[src/rtl/if_fetch_pkg.sv]
// if_fetch_pkg: constants and types shared across the instruction-fetch slice.
//   AddrLen / InstLen  : address and instruction widths
//   ZERO_WORD          : all-zero word used for reset values
//   True / False       : single-bit boolean constants
//   ICacheIndexLen     : default log2 of the instruction-cache line count
//   if_state_t         : fetch state machine encoding (IF_IDLE, IF_FETCH)
package if_fetch_pkg;

   localparam int          AddrLen        = 32;
   localparam int          InstLen        = 32;
   localparam logic [31:0] ZERO_WORD      = 32'h0000_0000;
   localparam logic        True           = 1'b1;
   localparam logic        False          = 1'b0;
   localparam int          ICacheIndexLen = 5;

   typedef enum logic {
      IF_IDLE  = 1'b0,
      IF_FETCH = 1'b1
   } if_state_t;

endpackage

[src/rtl/if_fetch_icache_dm.sv]
// icache_dm: direct-mapped, one-word-per-line instruction cache.
//   clk, rst      : clock, synchronous active-high reset (clears valid bits only)
//   rd_index/tag  : lookup address split; hit/rd_data are combinational
//   we            : write strobe; writes data, tag and sets valid at the edge
//   wr_index/tag  : line being filled
//   wr_data       : word written into the line
module icache_dm
   import if_fetch_pkg::*;
#(
   parameter int ICACHE_ENTRIES = 32,
   parameter int INDEX_W        = ICacheIndexLen,
   parameter int TAG_W          = AddrLen - INDEX_W - 2
) (
   input  logic               clk,
   input  logic               rst,
   input  logic [INDEX_W-1:0] rd_index,
   input  logic [TAG_W-1:0]   rd_tag,
   output logic               hit,
   output logic [InstLen-1:0] rd_data,
   input  logic               we,
   input  logic [INDEX_W-1:0] wr_index,
   input  logic [TAG_W-1:0]   wr_tag,
   input  logic [InstLen-1:0] wr_data
);

   logic [InstLen-1:0]        data_mem [ICACHE_ENTRIES];
   logic [TAG_W-1:0]          tag_mem  [ICACHE_ENTRIES];
   logic [ICACHE_ENTRIES-1:0] valid;

   always_ff @(posedge clk) begin
      if (rst)
         valid <= '0;
      else if (we)
         valid[wr_index] <= True;
   end

   // Data and tag arrays carry no reset; the valid bits alone qualify them.
   always_ff @(posedge clk) begin
      if (we) begin
         data_mem[wr_index] <= wr_data;
         tag_mem[wr_index]  <= wr_tag;
      end
   end

   assign hit     = valid[rd_index] && (tag_mem[rd_index] == rd_tag);
   assign rd_data = data_mem[rd_index];

endmodule

[src/rtl/if_fetch.sv]
// if_fetch: instruction-fetch unit. Looks each PC up in a direct-mapped cache;
// hits return in one cycle, misses assemble the word from four little-endian
// byte reads on the memory byte port and fill the line.
//   clk, rst                     : clock, synchronous active-high reset
//   rdy                          : global ready, all state freezes when low
//   pc_i, pc_valid_i             : PC stream from the PC generator
//   fetch_stall_o                : combinational hold request to the PC generator
//   jump_i                       : flush; squashes any fetch in progress
//   mem_req_o, mem_addr_o        : byte-read request and byte address
//   mem_byte_i, mem_byte_valid_i : returned byte and its strobe
//   id_stall_i                   : decode backpressure
//   inst_valid_o, inst_o, inst_pc_o : instruction output register to IF/ID
module if_fetch
   import if_fetch_pkg::*;
#(
   parameter int ICACHE_ENTRIES = 32,
   parameter int INDEX_W        = ICacheIndexLen
) (
   input  logic               clk,
   input  logic               rst,
   input  logic               rdy,
   input  logic [AddrLen-1:0] pc_i,
   input  logic               pc_valid_i,
   output logic               fetch_stall_o,
   input  logic               jump_i,
   output logic               mem_req_o,
   output logic [AddrLen-1:0] mem_addr_o,
   input  logic [7:0]         mem_byte_i,
   input  logic               mem_byte_valid_i,
   input  logic               id_stall_i,
   output logic               inst_valid_o,
   output logic [InstLen-1:0] inst_o,
   output logic [AddrLen-1:0] inst_pc_o
);

   localparam int TAG_W = AddrLen - INDEX_W - 2;

   if_state_t          state, state_next;
   logic [1:0]         cnt;
   logic [AddrLen-1:0] fpc;
   logic [23:0]        asm_buf;
   logic               hit;
   logic [InstLen-1:0] hit_data;
   logic               out_held;
   logic               load_hit;
   logic               start_miss;
   logic               take_byte;
   logic               last_byte;
   logic               cache_we;
   logic               unused_pc_lsb;

   assign unused_pc_lsb = ^pc_i[1:0];

   icache_dm #(
      .ICACHE_ENTRIES (ICACHE_ENTRIES),
      .INDEX_W        (INDEX_W),
      .TAG_W          (TAG_W)
   ) u_icache (
      .clk      (clk),
      .rst      (rst),
      .rd_index (pc_i[INDEX_W+1:2]),
      .rd_tag   (pc_i[AddrLen-1:INDEX_W+2]),
      .hit      (hit),
      .rd_data  (hit_data),
      .we       (cache_we),
      .wr_index (fpc[INDEX_W+1:2]),
      .wr_tag   (fpc[AddrLen-1:INDEX_W+2]),
      .wr_data  ({mem_byte_i, asm_buf})
   );

   assign out_held   = inst_valid_o && id_stall_i;
   assign load_hit   = (state == IF_IDLE) && pc_valid_i && hit && !out_held;
   assign start_miss = (state == IF_IDLE) && pc_valid_i && !hit;
   // The final byte is only taken once the output register is free, so a
   // completed fill never overwrites an instruction decode has not consumed.
   assign take_byte  = (state == IF_FETCH) && mem_byte_valid_i &&
                       ((cnt != 2'd3) || !out_held);
   assign last_byte  = take_byte && (cnt == 2'd3);
   assign cache_we   = !rst && rdy && !jump_i && last_byte;

   assign mem_req_o     = (state == IF_FETCH);
   assign mem_addr_o    = fpc + {30'd0, cnt};
   assign fetch_stall_o = (state == IF_FETCH) || (pc_valid_i && !hit) || out_held;

   always_comb begin
      state_next = state;
      if (jump_i)
         state_next = IF_IDLE;
      else begin
         case (state)
            IF_IDLE:  if (start_miss) state_next = IF_FETCH;
            IF_FETCH: if (last_byte)  state_next = IF_IDLE;
            default:  state_next = IF_IDLE;
         endcase
      end
   end

   always_ff @(posedge clk) begin
      if (rst)
         state <= IF_IDLE;
      else if (rdy)
         state <= state_next;
   end

   always_ff @(posedge clk) begin
      if (rst) begin
         cnt          <= 2'd0;
         fpc          <= ZERO_WORD;
         inst_valid_o <= False;
         inst_o       <= ZERO_WORD;
         inst_pc_o    <= ZERO_WORD;
      end else if (rdy) begin
         if (jump_i) begin
            cnt          <= 2'd0;
            inst_valid_o <= False;
         end else begin
            if (inst_valid_o && !id_stall_i)
               inst_valid_o <= False;
            if (load_hit) begin
               inst_valid_o <= True;
               inst_o       <= hit_data;
               inst_pc_o    <= pc_i;
            end
            if (start_miss) begin
               fpc <= pc_i;
               cnt <= 2'd0;
            end
            if (take_byte) begin
               cnt <= cnt + 2'd1;
               case (cnt)
                  2'd0:    asm_buf[7:0]   <= mem_byte_i;
                  2'd1:    asm_buf[15:8]  <= mem_byte_i;
                  2'd2:    asm_buf[23:16] <= mem_byte_i;
                  default: begin
                     inst_valid_o <= True;
                     inst_o       <= {mem_byte_i, asm_buf};
                     inst_pc_o    <= fpc;
                  end
               endcase
            end
         end
      end
   end

endmodule

[config.mk]
export PLATFORM = sky130hd
export DESIGN_NAME = if_fetch
export DESIGN_NICKNAME = d
export VERILOG_FILES = /design/src/rtl/if_fetch_pkg.sv /design/src/rtl/if_fetch_icache_dm.sv /design/src/rtl/if_fetch.sv
export SDC_FILE = /design/constraint.sdc
export NUM_CORES = 2
export LEC_CHECK = 0
export ABC_CLOCK_PERIOD_IN_PS = 5150
export CORE_AREA = 4 4 377 379
export DETAILED_ROUTE_END_ITERATION = 7
export DIE_AREA = 0 0 381 383
export PLACE_DENSITY = 0.75
export SYNTH_ARGS = -nofsm -noshare
export SYNTH_HDL_FRONTEND = slang
export SYNTH_SLANG_ARGS = --single-unit
[constraint.sdc]
create_clock -name clk -period 5.15 [get_ports clk]
set_input_delay 0.515 -clock clk [delete_from_list [all_inputs] [get_ports clk]]
set_output_delay 0.515 -clock clk [all_outputs]
set_load 0.005 [all_outputs]
==> metrics.cfg <==
[timing]
finClkSkew_ns=0.0397
finalHoldViolCount=0
slew-limit-headroom=0.118
setup_violations=0
worst_pin_slew_ns=1.32
rsz0062_at_grt=no
maxSlewViolCount=0
layout_min_cycle_time_ns=4.94
max_freq_mhz=202
setup_tns_ns=0
finalCritPeriodShare=0.959

[floorplanning]
rows=137
die_width_um=381
dieHeight_um=383
core_area_um2=139000
initial_core_util=0.556
ios=146
die-area_um2=146000

[finish]
final_cell_mix=edfxtp_1 (1,848), mux4_2 (494), clkbuf_16 (193)
drive_gt1_frac=0.246
area_delta_synth_final_pct=14.1
utilization=0.634
layout_commonest_cell=edfxtp_1
fin_nets=4100

[cts]
path_clk_slew_ns=0.06
cts_buffer_depth=3
htreeDepth=4
clk_latency_ns=0.81
numCtsBuffers=187
cts_root_buffer=clkbuf_16
cts_tree=yes
cts_num_sinks=1980

[drt]
dr.first_iter.drc_count=6558
viasPerCell=6.86
dr.pass1.iters=5
ant_nets=0
drt-total-wl_um=206000
drc=0
vias=41300
wl_per_cell_um=34.2

[worst_hold_path]
whs_path_depth=3
holdCritPathClass=primary input to register

[synth]
synth.distinct_cells=62
asyncSetResetFlopFracSynth=0
synth_edf_count=1848
syn-cell-area_um2=77100
synth.avg_cell_area_um2=20.5
syn-instance-count=3760
ys_seq_elements=1980
synth_warnings=0
synth-seq-area-share=0.754
syn-num-nets=3814
synth-main-ff-cell=edfxtp_1

[placement]
numPortBuffers=145
gp_congestion=0.861
place_hpwl_um=108000

[grt]
grt_pass1_wl_um=295000
antenna_found_initial=5
grt_max_degree=115
grt_pass1_vias=40500
grt_usage=0.283
grt-ovfl-total=0

[setup_path]
start_kind=register
cp_data_arrival_time_ns=4.42
crit_type=register to output port
cp-end-kind=output port
required_ns=4.64
reg2reg_depth=11
path_max_fanout=2

[flow_run]
cap_violations=0

[power_and_ir_drop]
leakagePower_uw=0.0288
power-per-cell-area_nw_per_um2=369
ir_drop_mv=0.314

[status]
status=finished clean

## stage by stage
step	hold WS [ns]	std cells	total power (µW)	instance area [µm²]	setup slack (ns)
2_1_floorplan	0.435	3760	18700	77100	0.292
3_3_place_gp	0.441	5664	19100	82000	0.126
3_5_place_dp	0.452	5664	19100	82000	0.147
4_1_cts	0.148	6014	32500	88000	0.0698
5_1_grt	0.230	6014	33300	88100	0.0356
6_report	0.213	6015	32500	88100	0.211
## worst paths after layout
check	endpoint	startpoint	slack, ns
max	fetch_stall_o	u_icache.tag_mem[9][13]	0.21
min	fpc[4]	pc_i[4]	0.21
min reg2reg	u_icache.valid[11]	u_icache.valid[11]	0.46
max reg2reg	inst_pc_o[26]	u_icache.tag_mem[9][13]	1.03
## cells in the mapped netlist, drive strengths merged (13+ instances only)
cell	instances	area share
a211oi	27	0.0027
a22oi	52	0.0051
and3	23	0.0019
buf	97	0.0069
clkbuf	135	0.0066
dfxtp	132	0.034
edfxtp	1848	0.72
inv	17	0.00083
mux2i	149	0.019
mux4	494	0.14
nand2	126	0.0061
nand3	49	0.0032
nand4	22	0.0018
nor2	163	0.0079
nor2b	13	0.0011
nor3	112	0.0073
nor4	24	0.0020
o211a	15	0.0019
o211ai	26	0.0025
o21a	31	0.0030
o221a	31	0.0045
or3	21	0.0017
xnor2	33	0.0037
xor2	21	0.0024
## worst max-delay path: stages (launching register included)
cell	delay (ns)
edfxtp_1	0.37
mux4_2	0.46
mux4_2	0.51
mux2i_1	0.20
xor2_1	0.24
o2111ai_1	0.14
or4_4	0.51
nor4_4	0.18
a21oi_1	0.10
a211o_2	0.40
clkdlybuf4s50_1	0.50
## per-layer routing
layer	vias to the layer above	track usage	part of all wire
met5	-	0	0.000078
met4	2	0.0955	0.035
met3	465	0.0674	0.13
met2	3205	0.438	0.47
met1	21400	0.405	0.36
li1	16200	-	-
## layout make-up
cell class | instances | area [µm²]
timing repair buffer | 329 | 3330
multi-input combinational | 1530 | 18200
sequential | 1980 | 58100
clock buffer | 256 | 5220
clock inverter | 94 | 846
antenna | 1 | 2.50
inverter | 18 | 75.1
fill | 8970 | 50800
tap | 1807 | 2260
## power breakdown
| part | switching, µW | internal [µW] | total [µW] |
|---|---|---|---|
| Sequential | 11.5 | 17400 | 17400 |
| Combinational | 772 | 596 | 1370 |
| Clock | 5860 | 7790 | 13700 |
## sequential cells by signal (all words and copies together), names as in the netlist
name	cells
asm_buf	24
cnt	2
fpc	32
inst_o	32
inst_pc_o	32
inst_valid_o	1
mem_req_o	1
u_icache.data_mem	1024
u_icache.tag_mem	800
u_icache.valid	32
## cell families (layout without fill, tap and decap cells)
kind of cell / after synthesis / count (layout) / synth area share
AOI/OAI and AO/OA: 239 / 239 / 0.0250
xor gates and xnor gates: 54 / 54 / 0.00613
adders and majority gates: 7 / 7 / 0.00123
buffers and inverters: 250 / 697 / 0.0143
DFF: 1980 / 1980 / 0.754
muxes: 645 / 645 / 0.164
other: 0 / 1 / 0
and+or+nand+nor: 585 / 585 / 0.0359
## what timing repair did
action / 4_1_cts / 5_1_grt
setup endpoints to repair: 1 / 1
pin swaps: 0 / 1
hold buffers: 0 / 0
endpoints found under the hold margin: 0 / 0
resized for setup: 1 / 3
buffers inserted: 0 / 0
No activity file was read; power rests on OpenSTA's default activity.
